===== config.mk =====
export PLATFORM = sky130hd
export DESIGN_NAME = mem_access_unit
export DESIGN_NICKNAME = d
export VERILOG_FILES = /design/src/rtl/mem_pkg.sv /design/src/rtl/mem_wb.sv /design/src/rtl/mem_access_unit.sv
export SDC_FILE = /design/constraint.sdc
export NUM_CORES = 1
export LEC_CHECK = 0
export CAP_MARGIN = 15
export CORE_MARGIN = 2
export CORE_UTILIZATION = 38
export CTS_BUF_LIST = sky130_fd_sc_hd__clkbuf_8
export DETAILED_ROUTE_END_ITERATION = 8
export PLACE_DENSITY = 0.78
export RECOVER_POWER = 50
export SETUP_SLACK_MARGIN = 0.5
export SLEW_MARGIN = 20
export SYNTH_ARGS = -nofsm -noshare
export SYNTH_HDL_FRONTEND = slang
export SYNTH_SLANG_ARGS = --single-unit

===== constraint.sdc =====
create_clock -name CLK -period 1.88 [get_ports CLK]
set_clock_uncertainty 0.2 [all_clocks]
set_input_delay 0.376 -clock CLK [delete_from_list [all_inputs] [get_ports CLK]]
set_output_delay 0.376 -clock CLK [all_outputs]
set_load 0.02 [all_outputs]

===== src/rtl/mem_pkg.sv =====
// Shared types and constants for the memory-access stage.
package mem_pkg;

    // Access controller states: idle/decode, bus request outstanding, write-back slot.
    typedef enum logic [1:0] {
        IDLE = 2'd0,
        WAIT = 2'd1,
        DONE = 2'd2
    } state_t;

    // Default number of request cycles before an unanswered access is abandoned.
    localparam int TIMEOUT_DEFAULT = 15;

    // Default data/address width.
    localparam int SIZE_DEFAULT = 32;

    // Low address bits that must be zero for a word access.
    localparam logic [1:0] ALIGN_MASK = 2'b11;

    // True when the low address bits describe a word-aligned access.
    function automatic logic is_aligned(input logic [1:0] addr_lsbs);
        return (addr_lsbs & ALIGN_MASK) == 2'b00;
    endfunction

endpackage


===== src/rtl/mem_wb.sv =====
// MEM/WB pipeline register. A bubble request loads an all-zero entry so a
// stalled instruction can never reach write-back twice.
module mem_wb #(
    parameter int size = 32
) (
    input  logic            CLK,
    input  logic            RESET_N,
    input  logic            bubble,
    input  logic [size-1:0] read_data,
    input  logic [size-1:0] alu_resultado,
    input  logic [4:0]      wrin,
    input  logic            MemtoReg,
    input  logic            RegWrite,
    output logic [size-1:0] read_data_WB,
    output logic [size-1:0] alu_resultado_WB,
    output logic [4:0]      wrin_WB,
    output logic            MemtoReg_WB,
    output logic            RegWrite_WB
);

    // Pipeline register: clear on reset or bubble, otherwise capture MEM fields.
    always_ff @(posedge CLK or negedge RESET_N) begin
        if (!RESET_N) begin
            read_data_WB     <= '0;
            alu_resultado_WB <= '0;
            wrin_WB          <= '0;
            MemtoReg_WB      <= 1'b0;
            RegWrite_WB      <= 1'b0;
        end else if (bubble) begin
            read_data_WB     <= '0;
            alu_resultado_WB <= '0;
            wrin_WB          <= '0;
            MemtoReg_WB      <= 1'b0;
            RegWrite_WB      <= 1'b0;
        end else begin
            read_data_WB     <= read_data;
            alu_resultado_WB <= alu_resultado;
            wrin_WB          <= wrin;
            MemtoReg_WB      <= MemtoReg;
            RegWrite_WB      <= RegWrite;
        end
    end

endmodule


===== src/rtl/mem_access_unit.sv =====
// Memory-stage controller: issues load/store bus cycles over a req/ack bus,
// stalls the front of the pipeline while an access is in flight, enforces a
// request timeout, flags misaligned/timed-out accesses and resolves branches.
import mem_pkg::*;

module mem_access_unit #(
    parameter int size    = SIZE_DEFAULT,
    parameter int TIMEOUT = TIMEOUT_DEFAULT
) (
    input  logic            CLK,
    input  logic            RESET_N,
    // EX/MEM pipeline register outputs
    input  logic [size-1:0] alu_resultado_MEM,
    input  logic [size-1:0] sum_resultado_MEM,
    input  logic [size-1:0] read_data2_MEM,
    input  logic [4:0]      wrin_MEM,
    input  logic            Branch_MEM,
    input  logic            MemRead_MEM,
    input  logic            MemtoReg_MEM,
    input  logic            MemWrite_MEM,
    input  logic            RegWrite_MEM,
    input  logic            ZERO_MEM,
    // data-memory bus
    output logic            dmem_req,
    output logic            dmem_we,
    output logic [size-1:0] dmem_addr,
    output logic [size-1:0] dmem_wdata,
    input  logic            dmem_ack,
    input  logic [size-1:0] dmem_rdata,
    // pipeline control
    output logic            STALL,
    output logic            PCSrc,
    output logic [size-1:0] branch_target,
    // MEM/WB outputs
    output logic [size-1:0] read_data_WB,
    output logic [size-1:0] alu_resultado_WB,
    output logic [4:0]      wrin_WB,
    output logic            MemtoReg_WB,
    output logic            RegWrite_WB,
    output logic            BUS_ERR
);

    // Counter wide enough to hold TIMEOUT-1; the +1 keeps TIMEOUT=1 legal.
    localparam int CNT_W = $clog2(TIMEOUT + 1);
    localparam logic [CNT_W-1:0] CNT_MAX = CNT_W'(TIMEOUT - 1);

    state_t            state_reg, state_next;
    logic              req_reg, req_next;
    logic              we_reg, we_next;
    logic [size-1:0]   addr_reg, addr_next;
    logic [size-1:0]   wdata_reg, wdata_next;
    logic [CNT_W-1:0]  cnt_reg, cnt_next;
    logic [size-1:0]   rdata_reg, rdata_next;
    logic              err_reg, err_next;
    logic              stall;
    logic              mem_op;
    logic [size-1:0]   wb_read_data;

    assign mem_op = MemRead_MEM | MemWrite_MEM;

    // State register.
    always_ff @(posedge CLK or negedge RESET_N) begin
        if (!RESET_N) begin
            state_reg <= IDLE;
        end else begin
            state_reg <= state_next;
        end
    end

    // Next-state, stall and bus/capture register updates.
    always_comb begin
        state_next = state_reg;
        stall      = 1'b0;
        req_next   = req_reg;
        we_next    = we_reg;
        addr_next  = addr_reg;
        wdata_next = wdata_reg;
        cnt_next   = cnt_reg;
        rdata_next = rdata_reg;
        err_next   = err_reg;

        case (state_reg)
            IDLE: begin
                if (mem_op) begin
                    stall = 1'b1;
                    if (is_aligned(alu_resultado_MEM[1:0])) begin
                        state_next = WAIT;
                        req_next   = 1'b1;
                        we_next    = MemWrite_MEM;
                        addr_next  = alu_resultado_MEM;
                        wdata_next = read_data2_MEM;
                        cnt_next   = '0;
                    end else begin
                        // Misaligned: skip the bus entirely, report an error.
                        state_next = DONE;
                        rdata_next = '0;
                        err_next   = 1'b1;
                    end
                end
            end

            WAIT: begin
                stall = 1'b1;
                if (dmem_ack) begin
                    rdata_next = dmem_rdata;
                    req_next   = 1'b0;
                    we_next    = 1'b0;
                    state_next = DONE;
                end else if (cnt_reg == CNT_MAX) begin
                    // Request has been up TIMEOUT cycles with no answer.
                    rdata_next = '0;
                    req_next   = 1'b0;
                    we_next    = 1'b0;
                    err_next   = 1'b1;
                    state_next = DONE;
                end else begin
                    cnt_next = cnt_reg + 1'b1;
                end
            end

            DONE: begin
                // Result slot: MEM/WB takes the instruction and the pipeline
                // advances on this edge, so the op is not seen again in IDLE.
                state_next = IDLE;
            end

            default: begin
                state_next = IDLE;
            end
        endcase
    end

    // Bus outputs, timeout counter, captured read data and sticky error flag.
    always_ff @(posedge CLK or negedge RESET_N) begin
        if (!RESET_N) begin
            req_reg   <= 1'b0;
            we_reg    <= 1'b0;
            addr_reg  <= '0;
            wdata_reg <= '0;
            cnt_reg   <= '0;
            rdata_reg <= '0;
            err_reg   <= 1'b0;
        end else begin
            req_reg   <= req_next;
            we_reg    <= we_next;
            addr_reg  <= addr_next;
            wdata_reg <= wdata_next;
            cnt_reg   <= cnt_next;
            rdata_reg <= rdata_next;
            err_reg   <= err_next;
        end
    end

    assign dmem_req      = req_reg;
    assign dmem_we       = we_reg;
    assign dmem_addr     = addr_reg;
    assign dmem_wdata    = wdata_reg;
    assign STALL         = stall;
    assign BUS_ERR       = err_reg;
    assign branch_target = sum_resultado_MEM;
    assign PCSrc         = Branch_MEM & ZERO_MEM & ~stall;

    // Only a completed memory op forwards captured data; everything else writes 0.
    assign wb_read_data = (state_reg == DONE) ? rdata_reg : '0;

    mem_wb #(
        .size (size)
    ) u_mem_wb (
        .CLK              (CLK),
        .RESET_N          (RESET_N),
        .bubble           (stall),
        .read_data        (wb_read_data),
        .alu_resultado    (alu_resultado_MEM),
        .wrin             (wrin_MEM),
        .MemtoReg         (MemtoReg_MEM),
        .RegWrite         (RegWrite_MEM),
        .read_data_WB     (read_data_WB),
        .alu_resultado_WB (alu_resultado_WB),
        .wrin_WB          (wrin_WB),
        .MemtoReg_WB      (MemtoReg_WB),
        .RegWrite_WB      (RegWrite_WB)
    );

endmodule


==> summary.md, run 1 <==
| Metric | Value |
|---|---|
| Status | `finished with violations` |
| Violated checks | `negative setup slack` |
| Post-Synth XOR/XNOR Area | `0%` |
| Flops & latches, synth | `176` |
| Number of I/O pins | `314` |
| Synthesized area | `0.00668 sq mm` |
| HPWL after DPL | `12400 um` |
| Worst EP arrival | `2090 ps` |
| H-tree levels | `4` |
| Routability congestion estimate from global placement | `0.840` |
| Max incr delay on CP | `460 ps` |
| Worst setup SP type | `flip-flop` |
| Ys Warns | `0` |
| Worst-path clk slew | `110 ps` |
| Number of nets with antenna violations after routing | `0` |
| Vias | `4825` |
| Initial antenna violation count | `0` |
| Unique masters post-synth | `30` |
| Largest net degree at the start of global routing | `47` |
| # rows | `48` |
| Commonest cells after routing, fill and taps aside | `dfrtp_1 (174), buf_6 (148), clkdlybuf4s50_1 (106)` |
| Drt total wl | `19900 um` |
| HP Class | `input pin to flip-flop` |
| Synth Net Count | `589` |
| Clock Tree Buf Depth | `2` |
| Commonest non-fill, non-tap cell in the layout | `dfrtp_1` |
| Total GRT Usage | `20.6%` |
| Nets | `906` |
| Gr ovfl total | `0` |
| CTS buffer count | `17` |
| Final max-slew violation count | `0` |
| Number of global-route vias before repair | `5160` |
| Sequential area share after synthesis | `65.9%` |
| Via density | `4.83` |
| Minimum clock period | `1930 ps` |
| CTS tree | `done` |
| WL/cell | `19.9 um` |
| Setup violators final | `64` |
| Setup ws final | `-50.4 ps` |
| Most used flip-flop cell after synthesis | `dfrtp_1` |
| Syn_area_per_cell | `15.0 sq um` |
| Asr flop ratio synth | `100%` |
| Number of synthesized flops with an enable pin | `0` |
| Port Buffers | `249` |
| Pre-CTS WS | `-693 ps` |
| DRC Markers | `0` |
| Fmax | `518 MHz` |
| Core footprint | `0.0172 sq mm` |
| Worst VDD drop | `0.000946 V` |
| First-pass GRT wire length | `28700 um` |
| Mux cell area share after synthesis | `13.2%` |
| Final period util | `103%` |
| Final number of hold-violating endpoints | `0` |
| Drt first pass iters | `4` |
| Critical path's most frequent cell | `buf_6` |
| Area Growth Syn to Fin | `62.7%` |
| Synth Area in Adders | `0.375%` |
| Chip Height | `137 um` |
| Slowest-stage cell, CP | `dfrtp_2` |
| Antenna Cells | `0` |
| Pwr per Cell Area | `1520 mW/mm^2` |
| Post-Synthesis Cells | `445` |
| Placed insts | `892` |
| Crit Path Category | `flip-flop to flip-flop` |
| Die area | `0.0187 sq mm` |
| Post-Synth Simple-Gate Area | `8.30%` |
| Worst relative slew slack | `30.2%` |
| Clk Latency, worst-skew pair | `470 ps` |
| Fill count | `1183` |
| WHS | `251 ps` |
| Clock root cell | `clkbuf_8` |
| Slew @ Worst Pin | `1050 ps` |
| Share of cells above drive strength 1 | `47.4%` |
| Largest family of logic cells by synthesized area | `multiplexers` |
| Crit-path max FO | `8` |
| Pleak | `5.45 nW` |
| Worst endpoint required time | `2040 ps` |
| # clock sinks | `176` |
| Crit path capture type | `flip-flop` |
| Max-cap viol count | `0` |
| Effective utilization at floorplan | `38.8%` |
| Setup TNS Final | `-1180 ps` |
| Die X | `137 um` |
| Synth Area in Compound Gates | `5.83%` |
| Pwr Total | `16.5 mW` |
| CP Cell Sequence | `a21oi_4 > buf_4 > buf_6 > buf_6 > buf_6 > buf_12 > nand2_8 > clkbuf_16 > a22o_1` |
| Unrepaired setup endpoints after global routing | `yes` |
| Non-Filler Instances | `1000` |
| Initial DRC count | `200` |
## stage by stage
step	area, sq um	util, %
global placement	9430	54.7
finish	10900	63.0
detailed placement	9430	54.7
CTS	10600	61.4
floorplan	6760	-
global route	10900	63.0
## synthesized netlist by cell type (3+ instances only)
cell type,instances,area (sq um)
o21ai_0,3,15.0
clkbuf_1,13,48.8
a22o_1,33,289
buf_2,5,25.0
buf_6,7,78.8
dfrtp_1,176,4400
mux2_2,15,169
and3_1,33,206
nor2b_1,39,244
buf_4,32,240
a21oi_1,4,20.0
mux2_4,47,706
nor2_1,8,30.0
inv_1,8,30.0
## logic make-up after synthesis
logic type | count (synthesis)
AND/OR/NAND/NOR | 91
multiplexers | 63
flip-flops | 176
adder cells (fa/ha/maj) | 2
AO/OA/AOI/OAI | 48
buffers and inverters | 65
## power by group
group / switching (mW) / internal [mW] / total (mW)
logic: 3.41 / 4.67 / 8.08
registers: 0.875 / 4.96 / 5.84
clock network: 1.59 / 1.00 / 2.60
total: 5.88 / 10.6 / 16.5
## final timing paths
| check | to | from | slack, ps | cells past startpoint |
|---|---|---|---|---|
| worst max-delay path | rdata_reg[22]$_DFFE_PN0P_ | state_reg[1]$_DFFE_PN0P_ | -50 | 9 |
| worst min-delay path | u_mem_wb.wrin_WB[2]$_DFF_PN0_ | wrin_MEM[2] | 250 | 2 |
| worst max register to register | rdata_reg[22]$_DFFE_PN0P_ | state_reg[1]$_DFFE_PN0P_ | -50 | 9 |
| worst min register to register | rdata_reg[6]$_DFFE_PN0P_ | rdata_reg[6]$_DFFE_PN0P_ | 310 | 1 |
| max in group asynchronous | dmem_wdata[4]$_DFFE_PN0P_ | RESET_N | 150 | 3 |
| min in group asynchronous | u_mem_wb.alu_resultado_WB[5]$_DFF_PN0_ | RESET_N | 450 | 2 |
## area by class of cell
cell class	instances	area [sq um]	area share (%)
clock buffer	17	234	2.15
clock inverter	15	168	1.54
inverter	8	32.5	0.299
multi-input combinational	204	2060	19.0
sequential	176	4410	40.6
tap	225	282	2.59
timing repair buffer	355	3680	33.9
## timing repair
action,4_1_cts,5_1_grt
pin swaps,6,7
endpoints found under the hold margin,138,0
gates resized for setup,868,39
setup endpoints to repair,279,313
hold buffers,1,0
setup buffers,41,27
cloned,5,2
## worst max-delay path, delay by kind of cell, from the launching register on
kind / cells / cell delay, ps
AND/OR/NAND/NOR: 1 / 80
flip-flops: 1 / 460
AO/OA/AOI/OAI: 2 / 390
buffers and inverters: 6 / 680
## metal layers
layer  part of all wire (%)  global-route usage (%)  vias to the layer above
met5                      0                       0                        -
met4                    2.7                    8.28                        0
met3                    7.5                    6.26                       53
met2                     51                    35.9                      201
met1                     38                    23.7                     2446
li1                       -                       -                     2125
Note: power is estimated with default switching activity, not from simulation.
==> run 2, diff against run 1 <==
- CORE_MARGIN: 2 -> 5
- PLACE_DENSITY: 0.78 -> 0.81
==> summary.md, run 2 (synthesis results as in run 1) <==
| Metric | Value |
|---|---|
| Status | `finished with violations` |
| Violated checks | `negative setup slack` |
| Chip Height | `143 um (+4.4%)` |
| Number of global-route vias before repair | `5098 (-1.2%)` |
| Port Buffers | `249 (unchanged)` |
| Register-to-Register Path Depth | `4 (-5)` |
| Final max-slew violation count | `0 (unchanged)` |
| Net Sw Frac | `35.4% (-0.17 points)` |
| Unrepaired setup endpoints after global routing | `yes` |
| Crit Path Category | `input pin to flip-flop` |
| CTS buffer count | `17 (unchanged)` |
| Vias | `4749 (-1.6%)` |
| H-tree levels | `4 (unchanged)` |
| Gr ovfl total | `0 (unchanged)` |
| Slew @ Worst Pin | `1010 ps (-40.9 ps)` |
| Final period util | `102% (-0.20 points)` |
| Worst-path clk slew | `100 ps (about the same)` |
| Fmax | `519 MHz (+0.20%)` |
| Initial antenna violation count | `0 (unchanged)` |
| WL/cell | `20.6 um (+3.9%)` |
| Clock root cell | `clkbuf_8` |
| Setup TNS Final | `-822 ps (+355 ps)` |
| Initial DRC count | `183 (-8.5%)` |
| Max-cap viol count | `0 (unchanged)` |
| Number of nets with antenna violations after routing | `0 (unchanged)` |
| Commonest non-fill, non-tap cell in the layout | `dfrtp_1` |
| Drt first pass iters | `4 (unchanged)` |
| Flop pwr share | `35.9% (+0.6 points)` |
| Minimum clock period | `1930 ps (-3.78 ps)` |
| Pre-CTS WS | `-641 ps (+52.4 ps)` |
| Share of cells above drive strength 1 | `45.2% (-2.1 points)` |
| Area Growth Syn to Fin | `60.2%` |
| First-pass GRT wire length | `28700 um (about the same)` |
| Pwr Total | `16.2 mW (-1.7%)` |
| Number of I/O pins | `314 (unchanged)` |
| HP Class | `input pin to flip-flop` |
| Clock Tree Buf Depth | `2 (unchanged)` |
| WHS | `264 ps (+13.5 ps)` |
| CP Launch Point | `alu_resultado_MEM[0]` |
| Reg2reg end | `dmem_addr[2]$_DFFE_PN0P_` |
| Die X | `143 um (+4.4%)` |
| Largest net degree at the start of global routing | `42 (-11%)` |
| Worst setup SP type | `input pin` |
| Worst R2R Setup Slack | `-20 ps (+30 ps)` |
| Worst r2r src | `state_reg[1]$_DFFE_PN0P_` |
| Fin util | `61.9% (-1.2 points)` |
| Setup ws final | `-46.6 ps (+3.78 ps)` |
| Final number of hold-violating endpoints | `0 (unchanged)` |
| Worst EP arrival | `2050 ps (-40 ps)` |
| Crit-path max FO | `24 (+16)` |
| Int Pwr | `10.5 mW (-1.5%)` |
| Die area | `0.0203 sq mm (+9.0%)` |
| Clock share of power | `15.0% (-0.7 points)` |
| Net Sw Power | `5.75 mW (-2.2%)` |
| CTS tree | `done` |
| Routability congestion estimate from global placement | `0.843 (+0.27%)` |
| Worst relative slew slack | `32.9% (+2.7 points)` |
| Pleak | `5.38 nW (-1.2%)` |
| Crit path capture type | `flip-flop` |
| Via density | `4.81 (-0.38%)` |
| DRC Markers | `0 (unchanged)` |
| Clk Latency, worst-skew pair | `440 ps (-30 ps)` |
| Pwr per Cell Area | `1520 mW/mm^2 (-0.20%)` |
| Combinational power share | `49.1% (+0.2 points)` |
| Critical Path End | `dmem_addr[2]$_DFFE_PN0P_` |
| Effective utilization at floorplan | `38.6% (-0.13 points)` |
| Worst VDD drop | `0.000949 V (+0.37%)` |
| Drt total wl | `20400 um (+2.6%)` |
| # clock sinks | `176 (unchanged)` |
| Fill count | `1219 (+3.0%)` |
| Commonest cells after routing, fill and taps aside | `dfrtp_1 (175), buf_6 (143), clkdlybuf4s50_1 (106)` |
| Core footprint | `0.0173 sq mm (+0.35%)` |
| # rows | `48 (unchanged)` |
| Total GRT Usage | `18.2% (-2.4 points)` |
| Setup violators final | `39 (-39%)` |
| Worst endpoint required time | `2000 ps (-40 ps)` |
| Antenna Cells | `0 (unchanged)` |
| Nets | `894 (-1.3%)` |
| HPWL after DPL | `12900 um (+4.0%)` |
-- run 2: changes by cell type in the layout (fill, tap and decap cells not counted), sizes merged --
cell / delta
buf: -12
clkinv: -3
clkinvlp: +2
inv: +1
-- run 2: per-layer routing --
metal / up-vias / global-route usage, % / share of wire, %
met5: - / 0 / 0
met4: 0 / 6.40 / 2.2
met3: 40 / 6.05 / 8.6
met2: 229 / 31.1 / 51
met1: 2378 / 21.7 / 38
li1: 2102 / - / -
-- run 2: cell type report --
cell class                 count  area [sq um]  area share [%]
sequential                   176          4410            41.2
timing repair buffer         343          3610            33.8
multi-input combinational    204          2000            18.7
tap                          225           282            2.63
clock buffer                  17           234            2.19
clock inverter                15           131            1.23
inverter                       8          30.0           0.281
-- run 2: critical path, stage by stage --
cell	delay, ps
clkdlybuf4s50_1	510
nor4_4	400
o21ai_4	200
buf_12	220
mux2_4	320
-- run 2: how the worst min path moves through the flow --
stage	from	to	slack [ps]	depth (start not counted)
5_1_grt	wrin_MEM[4]	u_mem_wb.wrin_WB[4]$_DFF_PN0_	240	2
6_report	wrin_MEM[4]	u_mem_wb.wrin_WB[4]$_DFF_PN0_	260	2
3_5_place_dp	RESET_N	dmem_wdata[26]$_DFFE_PN0P_	120	1
2_1_floorplan	RESET_N	BUS_ERR$_DFFE_PN0P_	-120	0
4_1_cts	RESET_N	dmem_wdata[23]$_DFFE_PN0P_	190	2
3_3_place_gp	RESET_N	dmem_wdata[26]$_DFFE_PN0P_	110	1
-- run 2: power groups by stage --
stage	clock network, mW	registers [mW]	logic (mW)
floorplan	0	6.79	2.10
global placement	0	5.60	5.98
detailed placement	0	5.69	6.12
CTS	2.53	5.79	7.07
global route	2.70	5.94	8.36
finish	2.44	5.82	7.97
-- run 2: metrics by stage --
step           cells  cell area [sq um]
2_1_floorplan    445               6760
6_report         988              10700
4_1_cts          956              10300
3_5_place_dp     887               9390
5_1_grt          988              10700
3_3_place_gp     887               9390
-- run 2: timing repair --
| item | CTS | global route |
|---|---|---|
| hold buffers | 1 | 0 |
| buffers inserted | 36 | 24 |
| endpoints found under the hold margin | 165 | 0 |
| gates cloned | 0 | 8 |
| resized for setup | 872 | 19 |
| pin swaps | 40 | 8 |
| endpoints found under the setup margin | 284 | 290 |
